--- config.mk ---
export PLATFORM = sky130hd
export DESIGN_NAME = alu_sequencer
export DESIGN_NICKNAME = d
export VERILOG_FILES = /design/src/rtl/alu_sequencer_pkg.sv /design/src/rtl/alu_sequencer_op_decode.sv /design/src/rtl/alu_sequencer.sv
export SDC_FILE = /design/constraint.sdc
export NUM_CORES = 1
export LEC_CHECK = 0
export ABC_AREA = 1
export CAP_MARGIN = 10
export CORE_MARGIN = 2
export CORE_UTILIZATION = 30
export CTS_BUF_LIST = sky130_fd_sc_hd__clkbuf_8 sky130_fd_sc_hd__clkbuf_16
export DETAILED_ROUTE_END_ITERATION = 7
export GPL_TIMING_DRIVEN = 1
export PLACE_DENSITY = 0.75
export SYNTH_ARGS = -nofsm -noshare
export SYNTH_HDL_FRONTEND = slang
export SYNTH_HIERARCHICAL = 1
export SYNTH_SLANG_ARGS = --single-unit
--- constraint.sdc ---
create_clock -name clk -period 1.7 [get_ports clk]
set_input_delay 0.51 -clock clk [delete_from_list [all_inputs] [get_ports clk]]
set_output_delay 0.51 -clock clk [all_outputs]
set_load 0.02 [all_outputs]
--- src/rtl/alu_sequencer_pkg.sv ---
// Shared ALU sequencer definitions: opcodes, latency classes,
// FSM state encoding and result error codes.
package alu_defs;

  localparam logic [4:0] OP_NOP  = 5'b00000;
  localparam logic [4:0] OP_SHL  = 5'b00001;
  localparam logic [4:0] OP_SHR  = 5'b00010;
  localparam logic [4:0] OP_SHRA = 5'b00011;
  localparam logic [4:0] OP_ROL  = 5'b00100;
  localparam logic [4:0] OP_ROR  = 5'b00101;
  localparam logic [4:0] OP_AND  = 5'b00110;
  localparam logic [4:0] OP_OR   = 5'b00111;
  localparam logic [4:0] OP_NOT  = 5'b01000;
  localparam logic [4:0] OP_NEG  = 5'b01001;
  localparam logic [4:0] OP_ADD  = 5'b01010;
  localparam logic [4:0] OP_SUB  = 5'b01011;
  localparam logic [4:0] OP_MUL  = 5'b01100;
  localparam logic [4:0] OP_DIV  = 5'b01101;

  localparam logic [1:0] ERR_OK  = 2'b00;
  localparam logic [1:0] ERR_ILL = 2'b01;
  localparam logic [1:0] ERR_DZ  = 2'b10;

  typedef enum logic [1:0] {
    S_IDLE = 2'd0,
    S_EXEC = 2'd1,
    S_DONE = 2'd2
  } state_t;

  typedef enum logic [1:0] {
    LAT_NONE = 2'd0,
    LAT_ALU  = 2'd1,
    LAT_MUL  = 2'd2,
    LAT_DIV  = 2'd3
  } lat_cls_t;

  function automatic lat_cls_t op_class(
    input logic [4:0] op
  );
    lat_cls_t c;
    c = LAT_NONE;
    unique case (1'b1)
      (op >= OP_SHL && op <= OP_SUB): c = LAT_ALU;
      (op == OP_MUL):                 c = LAT_MUL;
      (op == OP_DIV):                 c = LAT_DIV;
      default:                        c = LAT_NONE;
    endcase
    return c;
  endfunction

endpackage

--- src/rtl/alu_sequencer_op_decode.sv ---
// Opcode decoder: op -> {legal, latency in cycles}.
// Ports: op in; legal, lat out (lat is 0 for illegal ops).
module alu_op_decode
  import alu_defs::*;
#(
  parameter int CNT_W   = 7,
  parameter int ALU_LAT = 1,
  parameter int MUL_LAT = 32,
  parameter int DIV_LAT = 33
) (
  input  logic [4:0]       op,
  output logic             legal,
  output logic [CNT_W-1:0] lat
);

  lat_cls_t cls;

  assign cls = op_class(op);

  always_comb begin
    legal = 1'b1;
    lat   = '0;
    unique case (cls)
      LAT_ALU: lat = CNT_W'(ALU_LAT);
      LAT_MUL: lat = CNT_W'(MUL_LAT);
      LAT_DIV: lat = CNT_W'(DIV_LAT);
      default: legal = 1'b0;
    endcase
  end

endmodule

--- src/rtl/alu_sequencer.sv ---
// Issues one ALU op at a time: req handshake in, ALU drive out,
// result captured after a per-op latency and held on res handshake.
// Ports: clk/clear; req_*; alu_a/b/op out, alu_z in; res_*; busy.
module alu_sequencer
  import alu_defs::*;
#(
  parameter int DATA_W  = 32,
  parameter int ALU_LAT = 1,
  parameter int MUL_LAT = 32,
  parameter int DIV_LAT = 33
) (
  input  logic                clk,
  input  logic                clear,
  input  logic                req_valid,
  output logic                req_ready,
  input  logic [4:0]          req_op,
  input  logic [DATA_W-1:0]   req_a,
  input  logic [DATA_W-1:0]   req_b,
  output logic [DATA_W-1:0]   alu_a,
  output logic [DATA_W-1:0]   alu_b,
  output logic [4:0]          alu_op,
  input  logic [2*DATA_W-1:0] alu_z,
  output logic                res_valid,
  input  logic                res_ready,
  output logic [DATA_W-1:0]   res_hi,
  output logic [DATA_W-1:0]   res_lo,
  output logic [1:0]          res_err,
  output logic                busy
);

  localparam int MAX_MD  = (MUL_LAT > DIV_LAT) ? MUL_LAT : DIV_LAT;
  localparam int MAX_LAT = (ALU_LAT > MAX_MD) ? ALU_LAT : MAX_MD;
  localparam int CNT_W   = $clog2(MAX_LAT) + 1;

  state_t           state;
  logic [CNT_W-1:0] cnt;
  logic             legal;
  logic [CNT_W-1:0] dec_lat;
  logic             div0;

  alu_op_decode #(
    .CNT_W   (CNT_W),
    .ALU_LAT (ALU_LAT),
    .MUL_LAT (MUL_LAT),
    .DIV_LAT (DIV_LAT)
  ) u_dec (
    .op    (req_op),
    .legal (legal),
    .lat   (dec_lat)
  );

  assign div0      = (req_op == OP_DIV) && (req_b == '0);
  assign req_ready = (state == S_IDLE);
  assign busy      = (state != S_IDLE);

  always_ff @(posedge clk) begin
    if (clear) begin
      state     <= S_IDLE;
      cnt       <= '0;
      alu_a     <= '0;
      alu_b     <= '0;
      alu_op    <= OP_NOP;
      res_valid <= 1'b0;
      res_hi    <= '0;
      res_lo    <= '0;
      res_err   <= ERR_OK;
    end else begin
      unique case (state)
        S_IDLE: begin
          if (req_valid) begin
            // Error results bypass the ALU entirely.
            if (!legal) begin
              state     <= S_DONE;
              res_valid <= 1'b1;
              res_err   <= ERR_ILL;
              res_hi    <= '0;
              res_lo    <= '0;
            end else if (div0) begin
              state     <= S_DONE;
              res_valid <= 1'b1;
              res_err   <= ERR_DZ;
              res_hi    <= '0;
              res_lo    <= '0;
            end else begin
              state  <= S_EXEC;
              alu_a  <= req_a;
              alu_b  <= req_b;
              alu_op <= req_op;
              cnt    <= dec_lat;
            end
          end
        end
        S_EXEC: begin
          cnt <= cnt - CNT_W'(1);
          if (cnt == CNT_W'(1)) begin
            state     <= S_DONE;
            res_valid <= 1'b1;
            res_hi    <= alu_z[2*DATA_W-1:DATA_W];
            res_lo    <= alu_z[DATA_W-1:0];
            res_err   <= ERR_OK;
            alu_op    <= OP_NOP;
          end
        end
        S_DONE: begin
          if (res_ready) begin
            state     <= S_IDLE;
            res_valid <= 1'b0;
          end
        end
        default: begin
          state     <= S_IDLE;
          res_valid <= 1'b0;
          alu_op    <= OP_NOP;
        end
      endcase
    end
  end

endmodule

==> impl_metrics.toml <==
[synth]
synthTopCellsByCount = "nand2_1 (178), dfxtp_1 (145), a21oi_1 (143), nand3_1 (71), nand4_1 (71)"
ys_ff_latch = 145
ys_types = 28
syn-cell-area_mm2 = 0.00593
yosysTopAreaCellShare = 0.490
synth_cells = 775
synth_top_area_cell = "dfxtp_1"
yosys_warnings = 6
synth_edf_count = 0
syn_area_per_cell_um2 = 7.65
synthTopCellsByArea = "dfxtp_1 (49%), a21oi_1 (12%), nand2_1 (11%), nand4_1 (7.5%), nand3_1 (6.0%)"
ys_seq_area_frac = 0.490
synth_ff_type = "dfxtp_1"
async_flop_share = 0
synth_most_common_cell = "nand2_1"

[finish]
stdcell_area_mm2 = 0.0100
area_growth_pct = 69.4
fin_nets = 1210
drive_above_1_share = 0.156
final_cells = 1350

[status]
status = "complete, no violations"

[worst_setup_path]
cpPeakStageDelay_ns = 0.25
rrSetupSlack_ns = 0.05
critPathBufInv = 4
required_ns = 2.03
critPathKind = "in2reg"
slowest_stage = "clkdlybuf4s15_2"
cpMostUsedCell = "a21oi_1"
timing.rr.end = "res_lo[13]"
crit_chain = "clkdlybuf4s15_2 -> a21oi_1 -> nand2_1 -> nand2_2 -> inv_2 -> nor2_4 -> buf_6 -> clkbuf_16 -> nand4_1 -> a21oi_1"
end_kind = "flip-flop"
crit_family = "buffers and inverters"
worst-r2r-cell-count = 10
start_kind = "primary input"
r2r-start = "cnt[1]"
cp.arrival_ns = 2.02
crit_fanout = 15

[cts]
clockBufferDepth = 2
cts_tree = "yes"
worstSkewPairLatency_ns = 0.41
ctsRootBufferMaster = "clkbuf_16"
path_clk_slew_ns = 0.06
htreeDepth = 4
clock-sinks = 145
cts_buffers = 17
cts_hold_buf = 0

[routing]
dr.pass1.iters = 6
via_count = 6665
dr.first_iter.drc_count = 372
ant_nets = 0
drcViolationCount = 0
post_drt_wl_per_cell_um = 16.8
wl_um = 22600
viasPerCell = 4.94

[power]
peakVddDrop_uv = 691
leakage_nw = 4.33
p_total_mw = 9.81
power_density_mw_per_mm2 = 977

[timing]
layout_min_cycle_time_ns = 1.69
rsz0062_at_grt = "true"
drv_slew = 0
setup_violations = 0
fmax_mhz = 592
fin_crit_sh = 0.993
hold_viol_final = 0
fin_skew_ns = 0.00777
hold_ws_ns = 0.434

[die]
row_count = 51
core_area_mm2 = 0.0194
ios = 275
die_h_um = 145
dieArea_mm2 = 0.0209
die_w_um = 145
start_util = 0.306

[worst_hold_path]
min_from = "req_op[3]"
worstHoldPathType = "in2reg"
whs_path_depth = 3
min_to = "alu_op[3]"

[placement]
placed_cell_area_mm2 = 0.00913
post-dp-hpwl_um = 13700
dpl.cell_count = 1297
gp_congestion = 0.785
io_buffers = 274

[grt]
grt_pass1_wl_um = 30800
antenna_found_initial = 1
grt_max_degree = 68
grt_usage = 0.186
grt_pass1_vias = 5913
overflow = 0

[run]
max_cap_violations = 0
-- area by class of cell --
type                       count  area, um2
timing repair buffer         345       3420
multi-input combinational    542       2760
inverter                      20       75.1
clock buffer                  18        439
sequential                   145       2900
clock inverter                14        106
fill                        1849       9360
antenna                        1       2.50
tap                          265        332
-- layout by cell type (no fill, tap or decap), drive strengths merged --
master,Yosys,routed
clkdlybuf4s50,0,97
buf,42,68
nor4,1,1
dlygate4sd2,0,151
diode,0,1
o31ai,1,1
nand2,183,183
a21oi,143,143
o21ai,4,4
dfxtp,145,145
a22o,1,1
clkbuf,30,29
nand3,72,72
and2,1,1
nor2,51,51
conb,1,5
clkinvlp,0,2
ha,2,2
clkdlybuf4s15,0,18
or2,1,1
nand4,71,71
a31oi,2,2
nor3,4,4
inv,20,26
clkinv,0,6
-- power by group --
part           switching [mW]  internal [mW]
Combinational            1.44           1.16
Clock                    1.59           1.93
Sequential              0.104           3.59
-- worst max-delay path by stage --
stage               from  slack (ns)    endpoint  cells past startpoint
2_1_floorplan  req_op[3]      0.0007   alu_a[18]                     10
3_3_place_gp   req_op[1]       -0.78   alu_a[11]                      7
3_5_place_dp   req_op[2]       -0.80  res_lo[19]                     12
4_1_cts        req_b[28]     -0.0004   res_hi[4]                     13
5_1_grt           cnt[1]       -0.04  res_lo[24]                     10
6_report       req_op[4]        0.01    alu_b[2]                     10
-- tightest hold or removal path, cell delays in order --
cell and delay, ns:
clkbuf_4 0.15, nand4_1 0.08, a21oi_1 0.05
-- per-stage QoR --
step                 util  setup TNS, ns  setup WS (ns)
floorplan               -              0       0.000707
global placement    0.470        -102.45         -0.782
detailed placement  0.470        -105.38         -0.803
CTS                 0.499      -0.000623      -0.000384
global route        0.518         -0.483        -0.0434
finish              0.518              0         0.0122
-- cells by family (layout without fill, tap and decap cells) --
logic type      count (synthesis)  after routing  share of synthesized area
flops                         145            145                      0.490
simple gates                  384            384                      0.301
other cells                     1              6                   0.000632
buf+inv                        92            397                     0.0758
fa+ha+maj                       2              2                    0.00422
compound gates                151            151                      0.129
-- routing by layer --
metal  vias up  wire length (um)  track usage
met5         -                 0            0
met4         0               496       0.0659
met3        34              1300       0.0467
met2       218             10800        0.298
met1      3176             10100        0.244
li1       3237                 -            -
-- registers in the layout, indices dropped and copies added (netlist names) --
name and count:
cnt 7, res_valid 1, alu_b 32, state 2, res_lo 32, res_hi 32, alu_op 5, res_err 2
alu_a 32
-- what timing repair did --
| action | CTS | global route |
|---|---|---|
| buffers inserted | 6 | 3 |
| resized for setup | 228 | 55 |
| pin swaps | 33 | 43 |
| cloned | 3 | 11 |
| setup endpoints to repair | 283 | 138 |
Power figures use the tool's default switching activity.
